==> src/rtl/count_monitor.sv <==
// count_monitor
//
// Receive-side checker for a WIDTH-bit up/down counter bus. The bus may be
// asynchronous to clock, so it is synchronised, debounced (a value must be
// seen unchanged for STABLE_CYCLES synchronised samples) and then each
// accepted transition is classified as an up step, a down step or an
// illegal skip.
//
// Ports:
//   clock       system clock, rising edge
//   rst         asynchronous active-high reset
//   count_in    observed counter bus (asynchronous to clock)
//   clear       synchronous clear of err_skip, wrap_count and err_count
//   value       last accepted count
//   dir_up      direction of the last legal step (1 = up, 0 = down)
//   dir_valid   dir_up is meaningful
//   step        one-cycle pulse per legal step
//   wrap        one-cycle pulse on a legal wrap (max->0 up, 0->max down)
//   err_skip    sticky flag: an illegal transition has been seen
//   wrap_count  saturating count of wraps
//   err_count   saturating count of illegal transitions
//   stalled     no accepted change for TIMEOUT cycles while tracking
module count_monitor #(
    parameter int WIDTH         = 6,
    parameter int SYNC_STAGES   = 2,
    parameter int STABLE_CYCLES = 4,
    parameter int TIMEOUT       = 50_000_000,
    parameter int STAT_W        = 16
) (
    input  logic              clock,
    input  logic              rst,
    input  logic [WIDTH-1:0]  count_in,
    input  logic              clear,
    output logic [WIDTH-1:0]  value,
    output logic              dir_up,
    output logic              dir_valid,
    output logic              step,
    output logic              wrap,
    output logic              err_skip,
    output logic [STAT_W-1:0] wrap_count,
    output logic [STAT_W-1:0] err_count,
    output logic              stalled
);

    localparam int STAB_W = $clog2(STABLE_CYCLES + 1);
    localparam int TMO_W  = $clog2(TIMEOUT + 1);

    localparam logic [WIDTH-1:0]  MAX_VAL     = '1;
    localparam logic [WIDTH-1:0]  ONE_VAL     = WIDTH'(1);
    localparam logic [STAT_W-1:0] STAT_MAX    = '1;
    localparam logic [STAB_W-1:0] STAB_TARGET = STAB_W'(STABLE_CYCLES);
    localparam logic [TMO_W-1:0]  TMO_LIMIT   = TMO_W'(TIMEOUT);

    typedef enum logic [1:0] {
        IDLE  = 2'd0,
        TRACK = 2'd1,
        STALL = 2'd2
    } state_t;

    // ------------------------------------------------------------------
    // Synchroniser. fill_reg marks how far valid post-reset data has
    // travelled down the chain, so the reset contents of the chain are
    // never mistaken for a real bus sample.
    // ------------------------------------------------------------------
    logic [WIDTH-1:0]       sync_reg [SYNC_STAGES];
    logic [SYNC_STAGES-1:0] fill_reg;

    always_ff @(posedge clock or posedge rst) begin
        if (rst) begin
            for (int i = 0; i < SYNC_STAGES; i++) begin
                sync_reg[i] <= '0;
            end
            fill_reg <= '0;
        end else begin
            sync_reg[0] <= count_in;
            for (int i = 1; i < SYNC_STAGES; i++) begin
                sync_reg[i] <= sync_reg[i-1];
            end
            fill_reg <= {fill_reg[SYNC_STAGES-2:0], 1'b1};
        end
    end

    logic [WIDTH-1:0] sync_out;
    logic             sync_valid;

    assign sync_out   = sync_reg[SYNC_STAGES-1];
    assign sync_valid = fill_reg[SYNC_STAGES-1];

    // ------------------------------------------------------------------
    // Candidate / stability tracking. Acceptance is decided from the
    // next-cycle stability count so that a stable value is accepted on the
    // very edge its count reaches STABLE_CYCLES.
    // ------------------------------------------------------------------
    logic [WIDTH-1:0]  cand_reg,  cand_next;
    logic [STAB_W-1:0] stab_reg,  stab_next;

    always_comb begin
        cand_next = cand_reg;
        stab_next = stab_reg;
        if (sync_valid) begin
            if (sync_out != cand_reg) begin
                cand_next = sync_out;
                stab_next = STAB_W'(1);
            end else if (stab_reg != STAB_TARGET) begin
                stab_next = stab_reg + STAB_W'(1);
            end
        end
    end

    // ------------------------------------------------------------------
    // Monitor state and outputs
    // ------------------------------------------------------------------
    state_t            state_reg,      state_next;
    logic [WIDTH-1:0]  value_reg,      value_next;
    logic              dir_up_reg,     dir_up_next;
    logic              dir_valid_reg,  dir_valid_next;
    logic              step_reg,       step_next;
    logic              wrap_reg,       wrap_next;
    logic              err_skip_reg,   err_skip_next;
    logic [STAT_W-1:0] wrap_count_reg, wrap_count_next;
    logic [STAT_W-1:0] err_count_reg,  err_count_next;
    logic              stalled_reg,    stalled_next;
    logic [TMO_W-1:0]  tmo_reg,        tmo_next;

    logic             accept;
    logic [WIDTH-1:0] delta;

    // IDLE accepts any stable value; afterwards only a real change counts.
    assign accept = (stab_next == STAB_TARGET) &&
                    ((state_reg == IDLE) || (cand_next != value_reg));
    assign delta  = cand_next - value_reg;

    always_comb begin
        state_next      = state_reg;
        value_next      = value_reg;
        dir_up_next     = dir_up_reg;
        dir_valid_next  = dir_valid_reg;
        step_next       = 1'b0;
        wrap_next       = 1'b0;
        err_skip_next   = err_skip_reg;
        wrap_count_next = wrap_count_reg;
        err_count_next  = err_count_reg;
        stalled_next    = stalled_reg;
        tmo_next        = tmo_reg;

        if (accept) begin
            tmo_next   = '0;
            value_next = cand_next;
            case (state_reg)
                IDLE: begin
                    state_next = TRACK;
                end
                TRACK, STALL: begin
                    state_next   = TRACK;
                    stalled_next = 1'b0;
                    if (delta == ONE_VAL) begin
                        step_next      = 1'b1;
                        dir_up_next    = 1'b1;
                        dir_valid_next = 1'b1;
                        wrap_next      = (cand_next == '0);
                    end else if (delta == MAX_VAL) begin
                        step_next      = 1'b1;
                        dir_up_next    = 1'b0;
                        dir_valid_next = 1'b1;
                        wrap_next      = (cand_next == MAX_VAL);
                    end else begin
                        dir_valid_next = 1'b0;
                        err_skip_next  = 1'b1;
                        if (err_count_reg != STAT_MAX) begin
                            err_count_next = err_count_reg + STAT_W'(1);
                        end
                    end
                    if (wrap_next && (wrap_count_reg != STAT_MAX)) begin
                        wrap_count_next = wrap_count_reg + STAT_W'(1);
                    end
                end
                default: begin
                    state_next = IDLE;
                end
            endcase
        end else begin
            // Counter holds at the limit so STALL stays put until a change.
            if (tmo_reg != TMO_LIMIT) begin
                tmo_next = tmo_reg + TMO_W'(1);
            end
            if ((state_reg == TRACK) && (tmo_next == TMO_LIMIT)) begin
                stalled_next = 1'b1;
                state_next   = STALL;
            end
        end

        // clear overrides any same-cycle statistics update; pulses still fire.
        if (clear) begin
            err_skip_next   = 1'b0;
            wrap_count_next = '0;
            err_count_next  = '0;
        end
    end

    always_ff @(posedge clock or posedge rst) begin
        if (rst) begin
            cand_reg       <= '0;
            stab_reg       <= '0;
            state_reg      <= IDLE;
            value_reg      <= '0;
            dir_up_reg     <= 1'b0;
            dir_valid_reg  <= 1'b0;
            step_reg       <= 1'b0;
            wrap_reg       <= 1'b0;
            err_skip_reg   <= 1'b0;
            wrap_count_reg <= '0;
            err_count_reg  <= '0;
            stalled_reg    <= 1'b0;
            tmo_reg        <= '0;
        end else begin
            cand_reg       <= cand_next;
            stab_reg       <= stab_next;
            state_reg      <= state_next;
            value_reg      <= value_next;
            dir_up_reg     <= dir_up_next;
            dir_valid_reg  <= dir_valid_next;
            step_reg       <= step_next;
            wrap_reg       <= wrap_next;
            err_skip_reg   <= err_skip_next;
            wrap_count_reg <= wrap_count_next;
            err_count_reg  <= err_count_next;
            stalled_reg    <= stalled_next;
            tmo_reg        <= tmo_next;
        end
    end

    assign value      = value_reg;
    assign dir_up     = dir_up_reg;
    assign dir_valid  = dir_valid_reg;
    assign step       = step_reg;
    assign wrap       = wrap_reg;
    assign err_skip   = err_skip_reg;
    assign wrap_count = wrap_count_reg;
    assign err_count  = err_count_reg;
    assign stalled    = stalled_reg;

endmodule
==> config.mk <==
export PLATFORM = sky130hd
export DESIGN_NAME = count_monitor
export DESIGN_NICKNAME = d
export VERILOG_FILES = /design/src/rtl/count_monitor.sv
export SDC_FILE = /design/constraint.sdc
export NUM_CORES = 1
export LEC_CHECK = 0
export CAP_MARGIN = 20
export CORE_MARGIN = 4
export CORE_UTILIZATION = 57
export DETAILED_ROUTE_END_ITERATION = 10
export GPL_TIMING_DRIVEN = 0
export PLACE_DENSITY = 0.78
export SETUP_SLACK_MARGIN = 0.3
export SYNTH_ARGS = -nofsm -noshare
export SYNTH_HDL_FRONTEND = slang
export SYNTH_SLANG_ARGS = --single-unit
==> constraint.sdc <==
create_clock -name clock -period 7.18 [get_ports clock]
set_input_delay 1.795 -clock clock [delete_from_list [all_inputs] [get_ports clock]]
set_output_delay 1.795 -clock clock [all_outputs]
set_load 0.05 [all_outputs]
==> impl_results.md, run 1 <==
- Gp weighted congestion: 0.907
- Post-CTS setup buffer count: 0
- Global-route wire length before repair: 19900 µm
- Number of flops mapped to enable cells by yosys: 0
- Cell area after synthesis: 0.00529 mm²
- Fin Clk Skew: 0.0103 ns
- Overflow after GRT: 0
- Filler cells: 666
- Hold Crit Class: flop to flop
- Post-DP HPWL: 8230 µm
- CTS tree: yes
- Clock transition at path regs: 0.08 ns
- Layout Nets: 637
- Max FO, Critical Path: 10
- Hold worst-path end: sync_out[0]
- Sequential cell area fraction in the yosys report: 0.449
- Initial cell density of the core: 0.595
- Vias per Instance: 5.87
- Ys flop type: dfrtp_1
- Area of the multi-input gates: 0.00269 mm²
- Cts hold-fix bufs: 0
- CTS max path bufs: 2
- Worst skew pair latency: 0.37 ns
- Status: finished clean
- Die height: 104 µm
- Post-route insts no fill: 726
- Register area: 0.00238 mm²
- H-tree depth: 3
- RR Startpoint: fill_reg[1]
- Hold depth: 0
- Post-CTS Resized: 0
- Period utilization: 0.557
- Vias in the first global route: 4272
- Worst hold start: sync_reg[6]
- Netlist cell types: 66
- Grt peak-use layer: met2
- Antenna Cells: 0
- Slew Limit Fails: 0
- Setup CP Type: flop to flop
- Met3 Use GR: 0.0403
- WL/cell: 15.6 µm
- Reg2Reg Setup Slack: 3.18 ns
- Fin. Hold Viols: 0
- Unrepaired setup endpoints after global routing: false
- Pin count of the biggest net entering global routing: 73
- Pwr/cell area: 174 mW/mm²
- Ratio of cells with drive above 1 in the final layout: 0.0744
- Number of placed instances, taps included: 710
- Synth Instances: 550
- Placed cell area: 0.00597 mm²
- F_max: 250 MHz
- Reg2reg path depth: 14
- Clock Tree Root: clkbuf_8
- Lkg Pwr: 2.46 nW
- Worst path arrival time: 4.28 ns
- Most frequent cells in the layout: dfrtp_1, nor2_1, clkdlybuf4s50_1
- Reg-to-reg endpoint: wrap_count[7]
- Register bit total from synthesis: 95
- Total number of vias: 4261
- Drt initial violations: 181
- Initial antenna violation count: 0
- Routed wire length: 11300 µm
- Yosys warns: 0
- Min Tclk post-route: 4.00 ns
- Final Total Pwr: 1.07 mW
- Met1 Use GR: 0.283
- Worst-Margin Slew: 0.979 ns
- WP data required: 7.47 ns
- Syn Nets: 574
- Max reg flops: 26
- Total CTS buffers: 9
- Die area: 0.0109 mm²
- IO Pins: 53
- Setup Viol. Count Final: 0
- Core box area: 0.00889 mm²
- GR met2 Demand/Resource: 0.370
- Area Growth Syn to Fin: 15.8%
- Total track usage: 0.221
- Most common cell after layout, fill and taps aside: dfrtp_1
- Syn avg cell area: 9.63 µm²
- Cell area after layout: 0.00613 mm²
- VDD IR max: 0.125 mV
- Crit path capture type: flop
- Num rows: 34
- Fin Setup TNS: 0 ns
- Ys async rst share: 1.00
- Final ANT Viol Nets: 0
- Rel. slew slack: 0.341
- Number of buffers added on ports: 51
- Pre-antenna DRT Iters: 5
- Final cell utilization of the core: 0.689
- MaxCap Viol Count: 0
- Horiz. Die Dim: 104 µm
- Clock Sinks: 95
- Worst Setup Start Kind: flop
- DRC violations left: 0
[how the worst max path moves through the flow]
stage	from	endpoint	slack [ns]	cells after the start
6_report	fill_reg[1]	wrap_count[7]	3.18	14
5_1_grt	fill_reg[1]	wrap_count[7]	2.81	14
3_5_place_dp	fill_reg[1]	wrap_count[7]	3.21	14
4_1_cts	fill_reg[1]	wrap_count[7]	3.18	14
3_3_place_gp	rst	sync_reg[8]	1.48	2
2_1_floorplan	rst	cand_reg[0]	2.91	1
[cell families after synthesis]
family                     share of synthesized area
and+or+nand+nor                                0.252
DFF                                            0.449
AOI/OAI and AO/OA                              0.107
buffers and inverters                         0.0433
xor gates and xnor gates                      0.0711
muxes                                         0.0395
adders and majority gates                     0.0369
other                                       0.000708
[per-layer routing]
metal  up-vias  share of wire
met5         -              0
met4         0          0.020
met3        18          0.035
met2        89           0.49
met1      2060           0.45
li1       2094              -
[Yosys cell counts (2+ instances only)]
master	number	area, µm²
dfrtp_1	95	2380
nor2_1	61	229
nand2_1	36	135
a21oi_1	32	160
nand3_1	25	125
inv_1	23	86.3
xnor2_1	22	193
o31ai_1	21	158
or4_1	21	158
nand4_1	20	125
clkbuf_1	18	67.6
nor3_1	18	90.1
xor2_1	16	140
ha_1	14	175
and3_1	12	75.1
nor2b_1	9	56.3
mux2i_1	8	80.1
and4_1	7	61.3
buf_2	6	30.0
nor4_1	6	37.5
o21ai_0	6	30.0
and2_1	5	31.3
mux2_2	5	56.3
nand2b_1	4	25.0
or3_1	4	25.0
buf_6	3	33.8
nor3b_1	3	22.5
o21a_1	3	22.5
o31a_1	3	26.3
a211oi_1	2	15.0
a31oi_1	2	12.5
mux2_1	2	22.5
mux2i_2	2	27.5
or2_1	2	12.5
or2_2	2	12.5
or4_4	2	22.5
[power by group]
part,internal (mW),switching [mW],total (mW),leakage [nW]
clock,0.126,0.179,0.305,0.0736
combinational,0.0667,0.104,0.170,1.12
sequential,0.561,0.0299,0.591,1.26
[metrics by stage]
stage	setup slack (ns)	hold WS (ns)
after floorplan	2.91	0.331
after global placement	1.48	0.335
after detailed placement	3.21	0.338
after CTS	3.18	0.359
after global routing	2.81	0.369
final	3.18	0.356
[worst max-delay path: stages, from the launching register on]
cell,delay [ns]
dfrtp_1,0.34
buf_6,0.13
buf_2,0.21
mux2i_1,0.37
inv_1,0.10
ha_1,0.30
nor2b_1,0.26
o221ai_1,0.21
a21oi_2,0.28
xor2_2,0.28
mux2i_2,0.53
buf_6,0.21
clkbuf_1,0.35
o31ai_1,0.16
a21oi_1,0.17
[cell type report]
class / count / area share
tap: 108 / 0.0220
sequential: 95 / 0.388
clock buffer: 13 / 0.0227
buffer: 29 / 0.0233
clock inverter: 3 / 0.00327
inverter: 23 / 0.0145
timing repair buffer: 52 / 0.0878
multi-input combinational: 403 / 0.439
No activity file was read; power rests on OpenSTA's default activity.
==> run 2, diff against run 1 <==
Clock period 7.18 ns to 3.9 ns, I/O delays scaled along.
==> run 2 against run 1 <==
Net effect:
- design area grew 2.3%
- register-to-register slack lost 2.8 ns
- wire length grew 2.6%
- combinational power grew 100%
- utilization grew 1.6 points
- worst setup slack lost 2.8 ns
- critical path depth shrank 3
- final cell count grew 0.41%
- clock power grew 84%
- sequential share of layout area shrank 0.87 points
- fmax grew 15%
==> impl_results.md, run 2 (synthesis gave the netlist of run 1 again) <==
- Fin Clk Skew: 0.00853 ns
- Worst-Margin Slew: 0.981 ns
- Hold Crit Class: flop to flop
- Fin. Hold Viols: 0
- Met1 Use GR: 0.283
- Total track usage: 0.222
- Register area: 0.00238 mm²
- Final Total Pwr: 2.00 mW
- Pint: 1.41 mW
- WL/cell: 15.9 µm
- Grt peak-use layer: met2
- Slew Limit Fails: 0
- Comb pwr share: 0.174
- Global-route wire length before repair: 20000 µm
- F_max: 288 MHz
- CTS tree: yes
- Area Growth Syn to Fin: 18.4%
- Initial antenna violation count: 0
- Period utilization: 0.890
- Sw frac: 0.297
- Worst skew pair latency: 0.37 ns
- Num rows: 34
- Worst Setup Start Kind: flop
- CTS max path bufs: 2
- Overflow after GRT: 0
- Initial cell density of the core: 0.595
- Pwr/cell area: 319 mW/mm²
- Clock transition at path regs: 0.09 ns
- Clock Sinks: 95
- Setup CP Type: flop to flop
- Clk pwr share: 0.281
- Area of the multi-input gates: 0.00280 mm²
- VDD IR max: 0.231 mV
- Core box area: 0.00889 mm²
- Number of buffers added on ports: 51
- Worst path cell trace: buf_6 > mux2i_2 > ha_2 > fa_1 > nand2b_1 > a21oi_2 > xor2_2 > or4_4 > or4_4 > a21oi_2 > mux2_1
- Final cell utilization of the core: 0.705
- Antenna Cells: 0
- IO Pins: 53
- H-tree depth: 3
- Fin Setup TNS: 0 ns
- Worst path arrival time: 3.73 ns
- Unrepaired setup endpoints after global routing: false
- MaxCap Viol Count: 0
- Die height: 104 µm
- Filler cells: 647
- Crit path max-delay cell type: or4_4
- Most frequent cells in the layout: dfrtp_1, nor2_1, clkdlybuf4s50_1
- Horiz. Die Dim: 104 µm
- Pin count of the biggest net entering global routing: 73
- GR met2 Demand/Resource: 0.375
- Total number of vias: 4330
- Status: finished clean
- Clock Tree Root: clkbuf_8
- Die area: 0.0109 mm²
- Final ANT Viol Nets: 0
- Switch Pwr: 0.593 mW
- Crit path capture type: flop
- Most common cell after layout, fill and taps aside: dfrtp_1
- Min Tclk post-route: 3.47 ns
- CP peak stage delay: 0.56 ns
- Layout Nets: 640
- Vias per Instance: 5.94
- Drt initial violations: 215
- Reg power frac: 0.545
- Max FO, Critical Path: 5
- Ratio of cells with drive above 1 in the final layout: 0.101
- Total CTS buffers: 9
- Max reg flops: 26
- Met3 Use GR: 0.0403
- Setup Viol. Count Final: 0
- Post-DP HPWL: 8230 µm
- Hold Slack: 0.356 ns
- Lkg Pwr: 2.49 nW
- Gp weighted congestion: 0.907
- DRC violations left: 0
- WP data required: 4.16 ns
- Rel. slew slack: 0.340
- Vias in the first global route: 4296
- Routed wire length: 11600 µm
- Pre-antenna DRT Iters: 5
[run 2: stage by stage]
step / cell area, µm² / setup WS [ns] / cells
6_report: 6270 / 0.428 / 729
3_3_place_gp: 5940 / -0.977 / 709
5_1_grt: 6270 / 0.307 / 729
2_1_floorplan: 5290 / 0.442 / 550
4_1_cts: 6160 / 0.302 / 726
3_5_place_dp: 5970 / -0.0679 / 710
[run 2: worst paths after layout]
check	start	endpoint	slack, ns	cells past startpoint
worst max-delay path	fill_reg[1]	wrap_count[13]	0.43	11
max in group asynchronous	rst	value[1]	2.34	3
worst min register to register	sync_reg[11]	sync_out[5]	0.36	0
min in group asynchronous	rst	wrap	0.92	2
worst min-delay path	sync_reg[11]	sync_out[5]	0.36	0
worst max register to register	fill_reg[1]	wrap_count[13]	0.43	11
[run 2: power by group through the flow]
stage	logic (mW)	registers [mW]	clock network, mW
after floorplan	0.237	1.10	0
after global placement	0.297	1.11	0
after detailed placement	0.313	1.11	0
after CTS	0.319	1.09	0.584
after global routing	0.382	1.10	0.630
final	0.347	1.09	0.562
[run 2: repair_timing]
item	CTS	global route
endpoints found under the setup margin	29	30
hold buffers	0	0
setup buffers	0	3
pin swaps	0	3
resized for setup	8	14
[run 2: worst max-delay path: cells and delay by family (launching register included)]
kind	cells	cell delay [ns]
fa+ha+maj	2	0.62
simple gates	3	1.22
flops	1	0.38
mux	2	0.50
buf+inv	1	0.14
xor+xnor	1	0.13
compound gates	2	0.37
[run 2: final cells by class]
cell class	count	area share
Multi-Input combinational cell	403	0.446
Tap cell	108	0.0216
Timing Repair Buffer	55	0.0894
Clock inverter	3	0.00319
Inverter	23	0.0142
Sequential cell	95	0.379
Buffer	29	0.0240
Clock buffer	13	0.0222
[run 2: layer usage]
layer / routed length, µm / vias to the layer above
met5: 0 / -
met4: 204 / 0
met3: 462 / 16
met2: 5740 / 92
met1: 5180 / 2115
li1: - / 2107
==> run 3, diff against run 2 <==
Settings changed: CTS_CLUSTER_SIZE set to 8.
==> results of run 3 <==
Final layout, timing and power as in run 2 (identical DEF).
